## src/rtl/add_serial_feeder_if.sv

```systemverilog
// Stream and adder-side signal bundle for the operand feeder.
// master is the feeder side, slave is the producer/adder/consumer side.
interface add_serial_feeder_if #(
   parameter int W = 8
);
   logic         in_valid;
   logic         in_ready;
   logic [W-1:0] in_a;
   logic [W-1:0] in_b;
   logic         add_en;
   logic [W-1:0] add_a;
   logic [W-1:0] add_b;
   logic [W-1:0] add_out;
   logic         res_valid;
   logic         res_ready;
   logic [W-1:0] res_sum;
   logic         busy;
   logic [7:0]   op_cnt;

   modport master (
      input  in_valid, in_a, in_b, add_out, res_ready,
      output in_ready, add_en, add_a, add_b,
      output res_valid, res_sum, busy, op_cnt
   );

   modport slave (
      output in_valid, in_a, in_b, add_out, res_ready,
      input  in_ready, add_en, add_a, add_b,
      input  res_valid, res_sum, busy, op_cnt
   );
endinterface

```

## src/rtl/add_serial_feeder.sv

```systemverilog
// Operand FIFO and sequencer around the bit-serial adder: one op in
// flight, fixed-latency capture, result held until accepted.
module add_serial_feeder #(
   parameter int DEPTH   = 4,
   parameter int LATENCY = 10,
   parameter int W       = 8
) (
   input  logic                  clk,
   input  logic                  rst,
   add_serial_feeder_if.master   bus
);
   localparam int AW = $clog2(DEPTH);
   localparam int CW = $clog2(LATENCY + 1);

   localparam logic [1:0] IDLE    = 2'd0;
   localparam logic [1:0] LAUNCH  = 2'd1;
   localparam logic [1:0] WAIT    = 2'd2;
   localparam logic [1:0] CAPTURE = 2'd3;

   logic [W-1:0]  mem_a [DEPTH];
   logic [W-1:0]  mem_b [DEPTH];
   logic [AW-1:0] wr_ptr;
   logic [AW-1:0] rd_ptr;
   logic [AW:0]   count;
   logic [1:0]    state;
   logic [CW-1:0] wait_cnt;
   logic          add_en;
   logic [W-1:0]  add_a;
   logic [W-1:0]  add_b;
   logic          res_valid;
   logic [W-1:0]  res_sum;
   logic [7:0]    op_cnt;
   logic          full;
   logic          push;
   logic          pop;

   assign full = (count == (AW + 1)'(DEPTH));
   assign push = bus.in_valid && !full;
   assign pop  = (state == LAUNCH);

   assign bus.in_ready  = !full;
   assign bus.add_en    = add_en;
   assign bus.add_a     = add_a;
   assign bus.add_b     = add_b;
   assign bus.res_valid = res_valid;
   assign bus.res_sum   = res_sum;
   assign bus.busy      = (state != IDLE);
   assign bus.op_cnt    = op_cnt;

   // Storage needs no reset; the pointers and count define validity.
   always_ff @(posedge clk) begin
      if (push) begin
         mem_a[wr_ptr] <= bus.in_a;
         mem_b[wr_ptr] <= bus.in_b;
      end
   end

   always_ff @(posedge clk) begin
      if (!rst) begin
         wr_ptr    <= '0;
         rd_ptr    <= '0;
         count     <= '0;
         state     <= IDLE;
         wait_cnt  <= '0;
         add_en    <= 1'b0;
         add_a     <= '0;
         add_b     <= '0;
         res_valid <= 1'b0;
         res_sum   <= '0;
         op_cnt    <= '0;
      end else begin
         if (push) wr_ptr <= wr_ptr + 1'b1;
         if (pop)  rd_ptr <= rd_ptr + 1'b1;

         unique case ({push, pop})
            2'b10:   count <= count + 1'b1;
            2'b01:   count <= count - 1'b1;
            default: count <= count;
         endcase

         add_en <= 1'b0;
         if (res_valid && bus.res_ready) res_valid <= 1'b0;

         unique case (state)
            IDLE: begin
               if (count != '0 && !res_valid) state <= LAUNCH;
            end
            LAUNCH: begin
               add_a    <= mem_a[rd_ptr];
               add_b    <= mem_b[rd_ptr];
               add_en   <= 1'b1;
               op_cnt   <= op_cnt + 8'd1;
               wait_cnt <= CW'(LATENCY - 1);
               state    <= WAIT;
            end
            WAIT: begin
               if (wait_cnt == '0) state <= CAPTURE;
               else wait_cnt <= wait_cnt - 1'b1;
            end
            CAPTURE: begin
               res_sum   <= bus.add_out;
               res_valid <= 1'b1;
               state     <= IDLE;
            end
            default: state <= IDLE;
         endcase
      end
   end
endmodule
```

## src/flat_wrapper.sv

```systemverilog
// flat-port wrapper written by rule: the top's interface ports become plain ports
module add_serial_feeder_flat 
#(
   parameter int DEPTH   = 4,
   parameter int LATENCY = 10,
   parameter int W       = 8
)
  (clk, rst, bus_in_valid, bus_in_a, bus_in_b, bus_add_out, bus_res_ready, bus_in_ready, bus_add_en, bus_add_a, bus_add_b, bus_res_valid, bus_res_sum, bus_busy, bus_op_cnt);
  add_serial_feeder_if #(.W(W)) bus_i ();
  input  logic clk;
  input  logic rst;
  input wire logic [$bits(bus_i.in_valid)-1:0] bus_in_valid;
  input wire logic [$bits(bus_i.in_a)-1:0] bus_in_a;
  input wire logic [$bits(bus_i.in_b)-1:0] bus_in_b;
  input wire logic [$bits(bus_i.add_out)-1:0] bus_add_out;
  input wire logic [$bits(bus_i.res_ready)-1:0] bus_res_ready;
  output wire logic [$bits(bus_i.in_ready)-1:0] bus_in_ready;
  output wire logic [$bits(bus_i.add_en)-1:0] bus_add_en;
  output wire logic [$bits(bus_i.add_a)-1:0] bus_add_a;
  output wire logic [$bits(bus_i.add_b)-1:0] bus_add_b;
  output wire logic [$bits(bus_i.res_valid)-1:0] bus_res_valid;
  output wire logic [$bits(bus_i.res_sum)-1:0] bus_res_sum;
  output wire logic [$bits(bus_i.busy)-1:0] bus_busy;
  output wire logic [$bits(bus_i.op_cnt)-1:0] bus_op_cnt;
  assign bus_i.in_valid = bus_in_valid;
  assign bus_i.in_a = bus_in_a;
  assign bus_i.in_b = bus_in_b;
  assign bus_i.add_out = bus_add_out;
  assign bus_i.res_ready = bus_res_ready;
  assign bus_in_ready = bus_i.in_ready;
  assign bus_add_en = bus_i.add_en;
  assign bus_add_a = bus_i.add_a;
  assign bus_add_b = bus_i.add_b;
  assign bus_res_valid = bus_i.res_valid;
  assign bus_res_sum = bus_i.res_sum;
  assign bus_busy = bus_i.busy;
  assign bus_op_cnt = bus_i.op_cnt;
  add_serial_feeder #(.DEPTH(DEPTH), .LATENCY(LATENCY), .W(W)) u_core (.clk(clk), .rst(rst), .bus(bus_i));
endmodule
```

## config.mk

```make
export PLATFORM = sky130hd
export DESIGN_NAME = add_serial_feeder_flat
export DESIGN_NICKNAME = d
export VERILOG_FILES = /design/src/rtl/add_serial_feeder_if.sv /design/src/rtl/add_serial_feeder.sv /design/src/flat_wrapper.sv
export SDC_FILE = /design/constraint.sdc
export NUM_CORES = 1
export LEC_CHECK = 0
export CAP_MARGIN = 15
export CORE_ASPECT_RATIO = 0.7
export CORE_MARGIN = 5
export CORE_UTILIZATION = 50
export DETAILED_ROUTE_END_ITERATION = 8
export HOLD_SLACK_MARGIN = 0.06
export MAX_ROUTING_LAYER = met4
export PLACE_DENSITY = 0.74
export SLEW_MARGIN = 10
export SYNTH_ARGS = -nofsm -noshare
export SYNTH_HDL_FRONTEND = slang
export SYNTH_SLANG_ARGS = --single-unit
```

## constraint.sdc

```tcl
create_clock -name clk -period 3 [get_ports clk]
set_input_delay 0.9 -clock clk [delete_from_list [all_inputs] [get_ports clk]]
set_output_delay 0.9 -clock clk [all_outputs]
set_load 0.02 [all_outputs]
```

# Word-level counts from Yosys, hierarchy flattened
# Memories as Yosys holds them, arrays and structs flattened. A register that Yosys moved wholly into a read port is not among the register bits.
# Cells that the tools add are included.
word_totals:
  regBits: 31
  ramBits: 64
  in_bits: 28
  out_inout_bits: 36
  n_memories: 2
memory_table:
  columns: ["name", "words", "width", "read_ports", "rd_clocked_by_memory_dff", "write_ports", "line_no", "text"]
  rows:
  - ["u_core.mem_a", 4, 8, 1, 1, 1, "add_serial_feeder.sv:20", "logic [W-1:0] mem_a [DEPTH];"]
  - ["u_core.mem_b", 4, 8, 1, 1, 1, "add_serial_feeder.sv:21", "logic [W-1:0] mem_b [DEPTH];"]
classes:
  add_sub_neg: 6
  eq_ne: 9
  muxes: 11
  reduce_logical: 16
op_table:
  columns: ["op", "count"]
  rows:
  - ["8-bit by 1-bit adder with 8-bit output (second input constant)", 1]
  - ["2-bit case mux with 4 select lines", 1]
  - ["4-bit case mux with 2 select lines", 1]
  - ["2-bit nonzero test", 4]
  - ["2-bit equality test (second input constant)", 3]
  - ["3-bit case mux with 2 select lines", 1]
  - ["1-bit 2-to-1 mux", 5]
  - ["2-bit by 1-bit adder with 2-bit output (second input constant)", 2]
  - ["2-bit by 1-bit equality test with 1-bit output (second input constant)", 2]
  - ["1-bit logical NOT", 4]
  - ["4-bit logical NOT", 1]
  - ["2-bit 2-to-1 mux", 2]
  - ["4-bit 2-to-1 mux", 1]
  - ["2-bit by 1-bit != test with 1-bit output (second input constant)", 2]
  - ["2-bit AND reduction", 2]
  - ["4-bit by 1-bit subtractor with 4-bit output (second input constant)", 1]
  - ["3-bit by 1-bit adder with 3-bit output (second input constant)", 1]
  - ["3-bit equality test (second input constant)", 1]
  - ["1-bit logical AND", 3]
  - ["3-bit nonzero test", 1]
  - ["3-bit by 1-bit subtractor with 3-bit output (second input constant)", 1]
  - ["2-bit logical NOT", 1]
  - ["2-bit != test (second input constant)", 1]

# Longest topological paths before layout
depth:
  depth_word: 5
  depth_mapped: 9
  mapped_depth_nobuf: 8

# Worst setup path after synthesis
# Ideal clock, no wire load.
synth_path:
  kind: "input -> register"
  startpoint: "input bus_in_valid"
  endpoint: "register u_core.count[2]"
  arrival_ns: 2.266
  t_required_ns: 2.929
  setup_slack_ns: 0.663
  cell_stages: 8
  path_buffers: 1
  path_cell_list: "buf_1 nand2_1 ha_1 inv_1 fa_1 xor2_1 or3_1 a21oi_1"
synth_between:
  elab_chain_len: 3
synth_lines:
  columns: ["element", "line_no", "text"]
  rows:
  - ["start: declaration", "flat_wrapper.sv:12", "input wire logic [$bits(bus_i.in_valid)-1:0] bus_in_valid;"]
  - ["1-bit logical AND *", "add_serial_feeder.sv:38", "assign push = bus.in_valid && !full;"]
  - ["2-bit by 1-bit equality test with 1-bit output / 2-bit equality test (equally long branches)", "add_serial_feeder.sv:75", "unique case ({push, pop})"]
  - ["3-bit case mux with 2 select lines / 2-bit nonzero test (equally long branches)", null, null]
  - ["end signal: assignment", "add_serial_feeder.sv:76", "2'b10: count <= count + 1'b1;"]
  - ["end signal: assignment", "add_serial_feeder.sv:77", "2'b01: count <= count - 1'b1;"]
  - ["end signal: assignment", "add_serial_feeder.sv:78", "default: count <= count;"]
  - ["end: declaration", "add_serial_feeder.sv:24", "logic [AW:0] count;"]
# Mark *: on every way between the ends. The rest lies on a longest branch, timed or not.
# A chain may end at the register's enable or synchronous reset.

# Worst setup path after layout
layout_path:
  startpoint: "register u_core.count[2]"
  endpoint: "output bus_in_ready"
layout_between:
  elab_chain_len: 2
layout_lines:
  columns: ["element", "line_no", "text"]
  rows:
  - ["3-bit equality test", "add_serial_feeder.sv:37", "assign full = (count == (AW + 1)'(DEPTH));"]
  - ["1-bit logical NOT", "add_serial_feeder.sv:41", "assign bus.in_ready = !full;"]
  - ["end: declaration", "flat_wrapper.sv:17", "output wire logic [$bits(bus_i.in_ready)-1:0] bus_in_ready;"]
# Every way passes these cells.

==> reports/results.ini <==
[yosys]
yosys_most_used_dff = edfxtp_1
yosysSeqAreaShare_pct = 66.0
yosys_warnings = 0
synth-edff-count = 64
yosysTopAreaCell = edfxtp_1
ys_seq_elements = 111
syn_inst = 293
synth.most_common_cell = edfxtp_1
synth_common_cells = 64 x edfxtp_1, 47 x dfxtp_1, 36 x nor2_1, 28 x mux2i_1, 16 x mux4_2
synth_area_um2 = 4340
ys_top_cells_by_area = edfxtp_1 44%, dfxtp_1 22%, mux4_2 8.3%
postSynthAreaPerCell_um2 = 14.8
synth_top_area_share_pct = 44.3
synthArstFlopShare_pct = 0
yosysUniqueCellTypes = 37
synth_fp_nets = 334

[cells_and_area]
area_growth_pct = 24.4
fin_area_um2 = 5400
layout-drive-gt1-share_pct = 12.3
num_antenna_cells = 0
final_core_util_pct = 64.0
fin_cells = 485
nets = 401

[worst_setup_path]
critical-path-max-stage-delay_ns = 0.60
cp_cell_sequence = or3b_1, clkdlybuf4s50_1
path_buf_inv = 1
path_max_fanout = 10
required_ns = 2.10
slowest_stage = clkdlybuf4s50_1
worst_setup_path_start_kind = flip-flop
crit_cells = 2
endpoint_kind = output port
crit_type = flip-flop to output port
reg2reg_depth = 8
critical_path_arrival_ns = 1.82
cp_top_family = buffers and inverters

[global_route]
globalRoute.totalOverflow = 0
grt_pass1_vias = 2497
track_usage_pct = 16.3
antenna_found_initial = 0
grt_max_degree = 28
grt_pass1_wl_um = 12700

[detailed_routing]
num_vias = 2447
viasPerCell = 5.05
drc = 0
first_pass_iters = 4
wirelength_um = 7850
drtIter0Drc = 189
drt-wirelength-per-cell_um = 16.2
ant_nets = 0

[floorplanning]
io_pins = 64
die_w_um = 121
num_rows = 28
core-area_um2 = 8440
start_util_pct = 51.4
die_h_um = 88.0
die_area_um2 = 10700

[place]
place_ws_ns = 0.316
gp_congestion = 0.830
place_area_um2 = 5110
hpwl_um = 5290
dp.cells = 469
portBuffers = 63

[clock_network]
cts_tree = done
clock_latency_ns = 0.34
holdBufCountCts = 0
cts_root_buffer = clkbuf_16
cts_max_path_buffers = 2
htreeDepth = 3
clk_pin_slew_ns = 0.06
cts_resized = 0
postCtsSetupBuffers = 0
cts.sinks = 111
cts_made_buffers = 9

[power_and_ir_drop]
leakage_nw = 1.88
peakVddDrop_mv = 0.659
powerDensity_nw_per_um2 = 804

[timing]
period_minus_slack_ns = 2.72
min_period_over_period_pct = 90.7
relSlewSlack_pct = 43.2
drv_slew = 0
finalWorstSetupSlack_ns = 0.280
fin_tns_setup_ns = 0
worst_pin_slew_ns = 0.851
fin_skew_ns = 0.00692
fmax_mhz = 368
hold_violations = 0
setup_viol_count_final = 0
rsz0062_at_grt = no

[run]
drv_cap = 0

[hold_path]
worstHoldPathCells = 2
hold_path_class = flip-flop to flip-flop

[run_status]
status = complete, no violations

-- worst paths after layout --
check | from | end | slack [ns]
worst min-delay path | u_core.bus.op_cnt[7] | u_core.bus.op_cnt[7] | 0.49
worst max register to register | u_core.count[2] | u_core.count[2] | 0.71
worst min register to register | u_core.bus.op_cnt[7] | u_core.bus.op_cnt[7] | 0.49
worst max-delay path | u_core.count[2] | bus_in_ready | 0.28
-- layer usage --
layer  vias up  wire length (um)  track usage [%]
met1      1160              3680             21.4
met4         0               106             5.19
met2        69              3540             24.6
met5         -                 0                -
met3        13               519             4.84
li1       1205                 -                -
-- where the power goes --
group / switching, mW / internal [mW]
Sequential: 0.143 / 1.82
Clock: 0.510 / 0.640
Combinational: 0.606 / 0.620
Total: 1.26 / 3.08
-- sequential cells by signal, indices dropped and copies added, names as in the netlist --
register,flops
u_core.mem_a,32
u_core.mem_b,32
u_core.bus.add_a,8
u_core.bus.add_b,8
u_core.bus.op_cnt,8
u_core.bus.res_sum,8
u_core.wait_cnt,4
u_core.count,3
u_core.rd_ptr,2
u_core.state,2
u_core.wr_ptr,2
u_core.bus.add_en,1
u_core.bus.res_valid,1
-- through the flow --
stage,power (mW),hold WS (ns)
after global placement,3.20,0.474
after global routing,4.59,0.520
final,4.34,0.493
after detailed placement,3.24,0.483
after CTS,4.39,0.499
after floorplan,2.85,0.466
-- cell families (layout without fill, tap and decap cells) --
| family | count (synthesis) | after routing | share of synthesized area (%) |
|---|---|---|---|
| simple gates | 68 | 68 | 7.70 |
| compound gates | 21 | 21 | 3.17 |
| buf+inv | 28 | 100 | 2.88 |
| fa+ha+maj | 13 | 13 | 3.92 |
| flops | 111 | 111 | 66.0 |
| xor+xnor | 8 | 8 | 1.61 |
| mux | 44 | 44 | 14.8 |
-- cell usage in the layout (no fill, tap or decap), types with 3 or more instances in the layout --
master	Yosys	final
edfxtp_1	64	64
clkdlybuf4s50_1	0	63
dfxtp_1	47	47
nor2_1	36	36
mux2i_1	28	28
mux4_2	16	16
inv_1	11	11
ha_1	12	11
a21oi_1	10	10
clkbuf_16	0	9
buf_4	1	9
nand2_1	6	6
xor2_1	6	6
nand3_1	6	6
and3_1	4	4
o21ai_0	4	4
or3_1	4	4
clkinv_2	0	3
-- area by class of cell --
type,count,area (um^2)
Timing Repair Buffer,72,698
Clock buffer,9,225
Sequential cell,111,2860
Multi-Input combinational cell,154,1360
Inverter,12,45.0
Tap cell,120,150
Fill cell,643,3040
Clock inverter,7,63.8
-- worst min-delay path: stages (launching register included) --
cell and delay (ns):
dfxtp_1 0.32, o21ai_0 0.07, a21oi_1 0.06
Note: power is estimated with default switching activity, not from simulation.
